===== src/rtl/alu_arbiter.sv =====
`default_nettype none
// ============================================================================
//  Module   : alu_arbiter
//  Purpose  : Round-robin arbiter sharing one ALU between two requesters;
//             one operation in flight, result returned to its owner port.
//  Revision : 1.0  initial release
// ============================================================================
module alu_arbiter #(
  parameter int WIDTH  = 32,
  parameter int CTRL_W = 3
) (
  input  logic              clk,
  input  logic              rst_n,
  input  logic              req_valid0,
  input  logic              req_valid1,
  output logic              req_ready0,
  output logic              req_ready1,
  input  logic [WIDTH-1:0]  req_a0,
  input  logic [WIDTH-1:0]  req_a1,
  input  logic [WIDTH-1:0]  req_b0,
  input  logic [WIDTH-1:0]  req_b1,
  input  logic [CTRL_W-1:0] req_ctrl0,
  input  logic [CTRL_W-1:0] req_ctrl1,
  output logic              rsp_valid0,
  output logic              rsp_valid1,
  input  logic              rsp_ready0,
  input  logic              rsp_ready1,
  output logic [WIDTH-1:0]  rsp_y,
  output logic              rsp_cout,
  output logic [WIDTH-1:0]  alu_a,
  output logic [WIDTH-1:0]  alu_b,
  output logic [CTRL_W-1:0] alu_ctrl,
  input  logic [WIDTH-1:0]  alu_y,
  input  logic              alu_cout,
  output logic              busy
);

  typedef enum logic [1:0] {
    IDLE = 2'd0,
    EXEC = 2'd1,
    RESP = 2'd2
  } state_t;

  state_t r_state;
  logic   r_prio;
  logic   r_owner;
  logic   w_idle;
  logic   w_rsp_done;

  assign w_idle = (r_state == IDLE);

  // Grants are gated by rst_n so nothing is accepted while reset is held.
  assign req_ready0 = rst_n && w_idle && req_valid0 && (!req_valid1 || !r_prio);
  assign req_ready1 = rst_n && w_idle && req_valid1 && (!req_valid0 ||  r_prio);

  assign w_rsp_done = r_owner ? rsp_ready1 : rsp_ready0;

  always_ff @(posedge clk) begin
    if (!rst_n) begin
      r_state    <= IDLE;
      r_prio     <= 1'b0;
      r_owner    <= 1'b0;
      alu_a      <= '0;
      alu_b      <= '0;
      alu_ctrl   <= '0;
      rsp_y      <= '0;
      rsp_cout   <= 1'b0;
      rsp_valid0 <= 1'b0;
      rsp_valid1 <= 1'b0;
      busy       <= 1'b0;
    end else begin
      case (r_state)
        IDLE: begin
          if (req_ready0) begin
            alu_a    <= req_a0;
            alu_b    <= req_b0;
            alu_ctrl <= req_ctrl0;
            r_owner  <= 1'b0;
            r_prio   <= 1'b1;
            r_state  <= EXEC;
            busy     <= 1'b1;
          end else if (req_ready1) begin
            alu_a    <= req_a1;
            alu_b    <= req_b1;
            alu_ctrl <= req_ctrl1;
            r_owner  <= 1'b1;
            r_prio   <= 1'b0;
            r_state  <= EXEC;
            busy     <= 1'b1;
          end
        end
        EXEC: begin
          rsp_y      <= alu_y;
          rsp_cout   <= alu_cout;
          rsp_valid0 <= !r_owner;
          rsp_valid1 <=  r_owner;
          r_state    <= RESP;
        end
        RESP: begin
          if (w_rsp_done) begin
            rsp_valid0 <= 1'b0;
            rsp_valid1 <= 1'b0;
            busy       <= 1'b0;
            r_state    <= IDLE;
          end
        end
        default: begin
          r_state <= IDLE;
          busy    <= 1'b0;
        end
      endcase
    end
  end

endmodule
`default_nettype wire


===== config.mk =====
export PLATFORM = sky130hd
export DESIGN_NAME = alu_arbiter
export DESIGN_NICKNAME = d
export VERILOG_FILES = /design/src/rtl/alu_arbiter.sv
export SDC_FILE = /design/constraint.sdc
export NUM_CORES = 1
export LEC_CHECK = 0
export BUFFER_PORTS_ARGS = -buffer_cell sky130_fd_sc_hd__buf_2
export CAP_MARGIN = 20
export CORE_MARGIN = 4
export CORE_UTILIZATION = 43
export DETAILED_ROUTE_END_ITERATION = 8
export PLACE_DENSITY = 0.89
export SLEW_MARGIN = 20
export SYNTH_ARGS = -nofsm -noshare
export SYNTH_HDL_FRONTEND = slang
export SYNTH_SLANG_ARGS = --single-unit

===== constraint.sdc =====
create_clock -name clk -period 2.15 [get_ports clk]
set_input_delay 0.215 -clock clk [delete_from_list [all_inputs] [get_ports clk]]
set_output_delay 0.215 -clock clk [all_outputs]
set_load 0.01 [all_outputs]

; ---- Yosys cells after proc, flatten, opt, wreduce, memory -nomap -nowiden
; Index checks and enable logic that the tools add are counted.
[word_totals]
register_bits = 107
in_bits = 173
wordCells = 54
[classes]
n_eq_ne = 4
n_mux = 20
n_bitwise = 1
n_reduce_logical = 18
[op_table]
columns = operator, n
row1 = 2-to-1 mux 32 bit, 4
row2 = 2-to-1 mux 1 bit, 7
row3 = 2-to-1 mux 2 bit, 3
row4 = 2-to-1 mux 3 bit, 2
row5 = case mux 2 bit (3 select lines), 1
row6 = AND reduction 2 bit, 3
row7 = logical AND 1 bit, 5
row8 = logical NOT 1 bit, 4
row9 = case mux 1 bit (2 select lines), 2
row10 = nonzero test 2 bit, 2
row11 = inequality test 3 bit (second input constant), 1
row12 = case mux 1 bit (3 select lines), 1
row13 = AND reduction 3 bit, 1
row14 = equality test 2 x 1 -> 1 bit (second input constant), 1
row15 = equality test 2 bit (second input constant), 1
row16 = logical NOT 2 bit, 1
row17 = logical OR 1 bit, 2
row18 = inequality test 2 bit (second input constant), 1
row19 = inverter 1 bit, 1

; ---- Logic depth before layout (Yosys ltp)
; Gate-level depths: netlist (run 1).
[depth]
ltp_word = 7
depth_mapped = 7

; ---- Worst setup path after synthesis (run 1)
; No wires, ideal clock.
[synth_path]
path_kind = flip-flop to flip-flop
startpoint = reg r_state[1]
endpoint = reg alu_a[0]
setup_ns = 0.122
arrival_ns = 1.393
path_slack_ns = 0.635
path_stages_with_launch = 8
period_less_slack_ns = 1.515
cell_sequence = dfxtp_1 -> buf_6 -> nor2_1 -> and4_1 -> buf_2 -> buf_6 -> buf_2 -> a221o_1
[synth_via]
elab_chain_cells = 6
elab_cells_between_ends = 9
[synth_lines]
columns = element, line
row1 = "start, declared", 44  ; state_t r_state;
row2 = "start signal, assigned", 60  ; r_state <= IDLE;
row3 = "start signal, assigned", 80  ; r_state <= EXEC;
row4 = "start signal, assigned", 88  ; r_state <= EXEC;
row5 = logical NOT 2 bit *, "50, 72"
row6 = logical AND 1 bit, "53, 54"
row7 = "logical AND 1 bit, on equally long branches (2 in series)", "53, 54"
row8 = nonzero test 2 bit (no line), --
row9 = AND reduction 2 bit (no line), --
row10 = "end signal, assigned", 75  ; alu_a <= req_a0;
row11 = "end signal, assigned", 83  ; alu_a <= req_a1;
row12 = "end, declared", 30  ; output logic [WIDTH-1:0] alu_a,
; Mark *: on every way between the ends. The rest lies on a longest branch, timed or not.
; A chain may end at the register's enable or synchronous reset.

; ---- Final worst setup path (run 1)
[layout_path]
startpoint = reg r_state[0]
endpoint = out req_ready0
[layout_via]
elab_chain_cells = 4
[layout_lines]
columns = element, line
row1 = logical NOT 2 bit, 50  ; assign w_idle = (r_state == IDLE);
row2 = logical AND 1 bit (3 in series), 53  ; assign req_ready0 = rst_n && w_idle && req_valid0 && (!req_valid1 || !r_prio);
row3 = "end, declared", 16  ; output logic req_ready0,
; Every way passes these cells.

==> results of run 1 <==
-- worst max-delay path: cells and delay by family (launching register included) --
family	cells	cell delay, ns
AND/OR/NAND/NOR	2	0.50
buffers and inverters	2	0.47
flip-flops	1	0.44
-- worst max path at each step --
stage | startpoint | end | slack, ns | cells after the start
4_1_cts | r_state[0] | req_ready0 | 0.14 | 4
5_1_grt | r_state[0] | req_ready0 | 0.02 | 4
3_5_place_dp | r_state[1] | alu_a[28] | 0.48 | 4
3_3_place_gp | r_state[1] | alu_b[10] | 0.55 | 4
6_report | r_state[0] | req_ready0 | 0.16 | 4
2_1_floorplan | r_state[1] | alu_a[0] | 0.64 | 7
-- synth_stat cells --
| library cell | count | area, µm² |
|---|---|---|
| a21boi_0 | 27 | 203 |
| a21oi_1 | 11 | 55.1 |
| a221o_1 | 67 | 671 |
| a31oi_1 | 1 | 6.26 |
| and4_1 | 1 | 8.76 |
| buf_1 | 1 | 3.75 |
| buf_2 | 18 | 90.1 |
| buf_4 | 1 | 7.51 |
| buf_6 | 4 | 45.0 |
| clkbuf_1 | 28 | 105 |
| dfxtp_1 | 107 | 2140 |
| inv_1 | 2 | 7.51 |
| mux2i_1 | 1 | 10.0 |
| nand2_1 | 134 | 503 |
| nand2b_1 | 2 | 12.5 |
| nand3b_1 | 2 | 15.0 |
| nor2_1 | 4 | 15.0 |
| nor2b_1 | 2 | 12.5 |
| nor3_1 | 58 | 290 |
| nor3_2 | 9 | 90.1 |
| nor3b_2 | 1 | 12.5 |
| o21a_1 | 1 | 7.51 |
| o21ai_0 | 3 | 15.0 |
| o221ai_1 | 2 | 17.5 |
| o31a_1 | 1 | 8.76 |
| o31ai_1 | 1 | 7.51 |
| or3b_1 | 1 | 8.76 |
-- stage by stage --
stage	power [mW]	hold WS (ns)	std cells	setup slack [ns]	cell area [µm²]
5_1_grt	4.70	0.0336	874	0.0216	6000
4_1_cts	4.52	0.0362	874	0.143	6000
3_5_place_dp	3.31	0.441	858	0.483	5810
3_3_place_gp	3.29	0.436	858	0.548	5810
2_1_floorplan	2.86	0.340	490	0.635	4370
6_report	4.47	0.0617	874	0.156	6000
-- layout by cell type, fill, tap and decap left out --
cell type   instances
a21boi_0           27
a21oi_1            11
a221o_1            67
a31oi_1             1
and4_2              1
buf_12              4
buf_2             277
buf_4               6
clkbuf_8            9
clkinv_4            1
clkinvlp_4          1
dfxtp_1           107
inv_1               2
inv_6               2
inv_8               3
mux2i_1             1
nand2_1           134
nand2b_1            2
nand3b_1            2
nor2_1              4
nor2b_2             1
nor2b_4             1
nor3_1             58
nor3_2              9
nor3b_2             1
o21a_1              1
o21ai_0             3
o221ai_1            2
o31a_2              1
o31ai_1             1
or3b_2              1
-- registers in the layout, summed over array words and instances (netlist names) --
register / count
alu_a: 32
alu_b: 32
alu_ctrl: 3
busy: 1
r_owner: 1
r_prio: 1
r_state: 2
rsp_cout: 1
rsp_valid0: 1
rsp_valid1: 1
rsp_y: 32
-- metal layers --
layer / wire length (µm) / vias up / GRT usage
met4: 238 / 0 / 0.0649
met2: 6860 / 242 / 0.374
met3: 1240 / 25 / 0.0604
li1: - / 2261 / -
met1: 5180 / 2101 / 0.251
met5: 0 / - / 0
-- cell type report --
cell class	count	share of cell area
Clock buffer	9	0.0206
Clock inverter	7	0.0113
Multi-Input combinational cell	329	0.330
Tap cell	133	0.0277
Inverter	2	0.00125
Sequential cell	107	0.357
Timing Repair Buffer	287	0.252
-- power by group through the flow --
stage                     clock network [mW]  logic, mW  registers (mW)
after global placement                     0      0.972            2.32
after detailed placement                   0      0.990            2.32
after floorplan                            0      0.458            2.40
after global routing                    1.32       1.08            2.30
after CTS                               1.24      0.990            2.28
final                                   1.21      0.984            2.28
-- cells by family after synthesis --
family          Yosys count  share of synthesized area
mux                       1                    0.00229
flops                   107                      0.490
buf+inv                  54                     0.0593
compound gates          114                      0.227
simple gates            214                      0.222
==> impl_metrics.py, run 1 <==
metrics = {
    "finish": {
        "fin_nets": 909,
        "multi_input_area_um2": 1980,
        "seqCellArea_um2": 2140,
        "syn_to_final_growth_pct": 37.3,
        "utilization": 0.611,
        "layout-drive-gt1-share": 0.429,
        "nFillCells": 866,
        "diodes": 0,
    },
    "setup_path": {
        "cpMaxStageDelayCell": "dfxtp_1",
        "worstPathCellList": "nor2_1 > and4_2 > buf_12 > buf_2",
        "critPathRequiredTime_ns": 1.93,
        "start_kind": "register",
        "r2r_slack_ns": 0.42,
        "end_kind": "primary output",
        "critPathMaxFanout": 68,
        "path_class": "reg -> out",
        "reg2reg_to": "alu_a[28]",
        "worstPathArrival_ns": 1.78,
        "max_stage_delay_ns": 0.44,
        "worst-r2r-cell-count": 4,
        "crit-reg2reg-launch": "r_state[0]",
    },
    "worst_hold_path": {
        "hold_depth": 2,
        "min_path_type": "in -> reg",
        "hold_path_end": "alu_a[4]",
        "min_from": "req_a0[4]",
    },
    "global_route": {
        "grt_usage": 0.213,
        "antenna_found_initial": 0,
        "grt_overflow_total": 0,
        "grt_max_degree": 69,
        "grt_pass1_wl_um": 20200,
        "grt_pass1_vias": 4104,
    },
    "cts": {
        "cts_resized": 0,
        "numCtsBuffers": 9,
        "cts_num_sinks": 107,
        "cts-root-buf": "clkbuf_8",
        "cts_tree": "built",
        "cts_setup_buffers": 0,
        "cts_buffer_depth": 2,
        "clk_pin_slew_ns": 0.11,
        "cts_max_level": 3,
        "holdBufCountCts": 0,
        "clock_latency_ns": 0.37,
    },
    "logic_synthesis": {
        "syn-num-nets": 663,
        "yosys.cell_types.count": 27,
        "ys_warn_count": 0,
        "syn_inst": 490,
        "ys_ff_latch": 107,
        "seq_area_frac_synth": 0.490,
        "syn_area_per_cell_um2": 8.92,
        "syn-cell-area_um2": 4370,
    },
    "sta": {
        "hold_violations": 0,
        "relSlewSlack": 0.568,
        "setup_violations": 0,
        "tns_ns": 0,
        "fmax_mhz": 501,
        "period_needed_ns": 1.99,
        "period_share": 0.928,
        "fin_skew_ns": 0.0120,
        "worst_pin_slew_ns": 0.648,
        "drv_slew": 0,
        "rsz0062_at_grt": "no",
    },
    "floorplanning": {
        "io_pins": 278,
        "start_util": 0.445,
        "die_y_um": 109,
        "core_um2": 9820,
        "die_w_um": 109,
        "rows": 36,
        "dieArea_um2": 11800,
    },
    "placement": {
        "dp_hpwl_um": 9970,
        "gp_congestion": 0.794,
        "port-buffer-count": 277,
    },
    "power": {
        "p_leak_nw": 2.89,
        "irDropWorstVdd_mv": 0.323,
        "p_comb_frac": 0.220,
        "p_int_mw": 3.08,
        "p_clk_frac": 0.270,
        "switching_share": 0.311,
        "p_switching_mw": 1.39,
        "seqPwrFrac": 0.510,
        "p_per_area_nw_per_um2": 746,
    },
    "route": {
        "drtIter0Drc": 339,
        "dr.pass1.iters": 4,
        "wl_per_cell_um": 15.5,
        "vias": 4629,
        "drc": 0,
        "vias_per_cell": 5.30,
        "drtAntennaViolNets": 0,
        "drt-total-wl_um": 13500,
    },
    "run": {
        "maxCapViolations": 0,
    },
    "run_status": {
        "status": "completed",
    },
}
No activity file was read; power rests on OpenSTA's default activity.
==> run 2: changes to the inputs <==
- ABC_AREA: default -> 1
- CORE_UTILIZATION: 43 -> 44
- CTS_BUF_LIST: default -> sky130_fd_sc_hd__clkbuf_4 sky130_fd_sc_hd__clkbuf_8 sky130_fd_sc_hd__clkbuf_16
- clock period: 2.15 -> 2.1 ns (I/O delays scaled with it)
==> impl_metrics.py, run 2 <==
metrics = {
    "run_status": {
        "status": "completed",
    },
    "sta": {
        "hold_slack_ns": 0.0704,
        "period_share": 0.830,
        "fin_skew_ns": 0.0135,
        "hold_violations": 0,
        "relSlewSlack": 0.727,
        "drv_slew": 0,
        "period_needed_ns": 1.74,
        "tns_ns": 0,
        "setup_violations": 0,
        "rsz0062_at_grt": "no",
        "worst_pin_slew_ns": 0.409,
        "fmax_mhz": 574,
    },
    "logic_synthesis": {
        "yosys-top-cells-count": "nor2_1, nand2_1, dfxtp_1",
        "ys.flop_type": "dfxtp_1",
        "yosys.cell_types.count": 18,
        "ys_ff_latch": 107,
        "postSynth.asyncResetShare": 0,
        "seq_area_frac_synth": 0.457,
        "netlist.area_leader.share": 0.457,
        "syn-cell-area_um2": 4690,
        "synth_most_common_cell": "nor2_1",
        "synth_edf_count": 0,
        "syn_inst": 750,
        "synth_top_cells_by_area": "dfxtp_1, nor2_1, nand2_1, inv_1, o21ai_0",
        "yosysTopAreaCell": "dfxtp_1",
        "ys_warn_count": 0,
        "syn_area_per_cell_um2": 6.25,
        "syn-num-nets": 923,
    },
    "finish": {
        "layout-drive-gt1-share": 0.309,
        "nFillCells": 961,
        "layout_commonest_cell": "buf_2",
        "seqCellArea_um2": 2140,
        "syn_to_final_growth_pct": 35.7,
        "layout_common_cells": "buf_2, nor2_1, nand2_1",
        "multi_input_area_um2": 2090,
        "fin_area_um2": 6360,
        "fin_nets": 1185,
        "biggestRegsByFlops": "alu_a: 32 flops, alu_b: 32 flops, rsp_y: 32 flops",
        "diodes": 0,
    },
    "setup_path": {
        "start_kind": "register",
        "path_class": "reg -> out",
        "end_kind": "primary output",
        "critPathMaxFanout": 30,
        "critPathRequiredTime_ns": 1.89,
        "worstPathArrival_ns": 1.53,
    },
    "global_route": {
        "grt_most_used_layer": "met2",
        "grt_usage": 0.207,
        "met3_usage": 0.0666,
        "use_met1": 0.242,
        "grtUsageMet2": 0.361,
        "grt_pass1_vias": 4720,
        "grt_pass1_wl_um": 21700,
        "grt_overflow_total": 0,
        "antenna_found_initial": 0,
        "grt_max_degree": 70,
    },
    "placement": {
        "place_area_um2": 6170,
        "dp_hpwl_um": 10100,
        "gp_congestion": 0.864,
        "port-buffer-count": 277,
    },
    "cts": {
        "cts_tree": "built",
        "cts_setup_buffers": 0,
        "clock_latency_ns": 0.36,
        "holdBufCountCts": 0,
        "cts_num_sinks": 107,
        "clk_pin_slew_ns": 0.11,
        "cts_resized": 0,
        "cts-root-buf": "clkbuf_8",
        "cts_buffer_depth": 2,
        "cts_max_level": 3,
        "numCtsBuffers": 9,
    },
    "floorplanning": {
        "die_y_um": 111,
        "die_w_um": 111,
        "core_um2": 10400,
        "rows": 37,
        "start_util": 0.452,
        "dieArea_um2": 12400,
        "io_pins": 278,
    },
    "route": {
        "wl_per_cell_um": 11.6,
        "dr.pass1.iters": 4,
        "drt-total-wl_um": 13400,
        "vias": 5103,
        "drtAntennaViolNets": 0,
        "drc": 0,
        "drtIter0Drc": 236,
        "vias_per_cell": 4.43,
    },
    "power": {
        "p_per_area_nw_per_um2": 701,
        "p_leak_nw": 3.54,
        "irDropWorstVdd_mv": 0.391,
    },
    "worst_hold_path": {
        "min_path_type": "in -> reg",
    },
    "run": {
        "maxCapViolations": 0,
    },
}
run 2: cell count changes after synthesis, sizes merged, moves of 31 or more:
cell,previous run,this run
nor2,4,273
inv,2,73
nor3,67,0
o21ai,3,34
a221o,67,0
nand2,134,214
run 2: final timing paths:
check / slack, ns / from / depth (start not counted) / to
min: 0.07 / alu_y[20] / 3 / rsp_y[20]
min reg2reg: 0.47 / rsp_valid0 / 2 / rsp_valid0
max: 0.36 / r_prio / 6 / req_ready1
max reg2reg: 0.66 / r_prio / 8 / alu_a[3]
run 2: cell families after synthesis:
logic type      share of synthesized area
simple gates                        0.399
buf+inv                            0.0988
flops                               0.457
compound gates                     0.0456
run 2: metal layers:
metal / part of all wire / wire length [µm] / vias to the layer above
met4: 0.015 / 208 / 0
li1: - / - / 2716
met3: 0.095 / 1280 / 19
met1: 0.40 / 5400 / 2169
met5: 0 / 0 / -
met2: 0.49 / 6540 / 199
run 2: critical path: stages, from the launching register on:
cell and delay, ns:
dfxtp_1 0.38, inv_2 0.04, nand2_1 0.05, nand2_1 0.12, nor2_4 0.11, buf_4 0.29, buf_2 0.19
run 2: layout make-up:
| cell class | count | share of cell area |
|---|---|---|
| clock inverter | 6 | 0.00748 |
| multi-input combinational | 531 | 0.329 |
| sequential | 107 | 0.337 |
| tap | 136 | 0.0268 |
| clock buffer | 10 | 0.0216 |
| timing repair buffer | 289 | 0.234 |
| inverter | 74 | 0.0437 |
run 2: where the power goes:
part | internal (mW) | switching, mW | leakage, nW
clock network | 0.475 | 0.704 | 0.0933
logic | 0.418 | 0.576 | 2.57
registers | 2.20 | 0.0812 | 0.877
total | 3.10 | 1.36 | 3.54
run 2: through the flow:
step	setup WS, ns	util	power, mW	std cells
after floorplan	0.794	-	2.88	750
after global placement	0.691	0.595	3.31	1137
after detailed placement	0.668	0.595	3.33	1137
after CTS	0.317	0.613	4.51	1153
after global routing	0.222	0.613	4.73	1153
final	0.358	0.613	4.46	1153
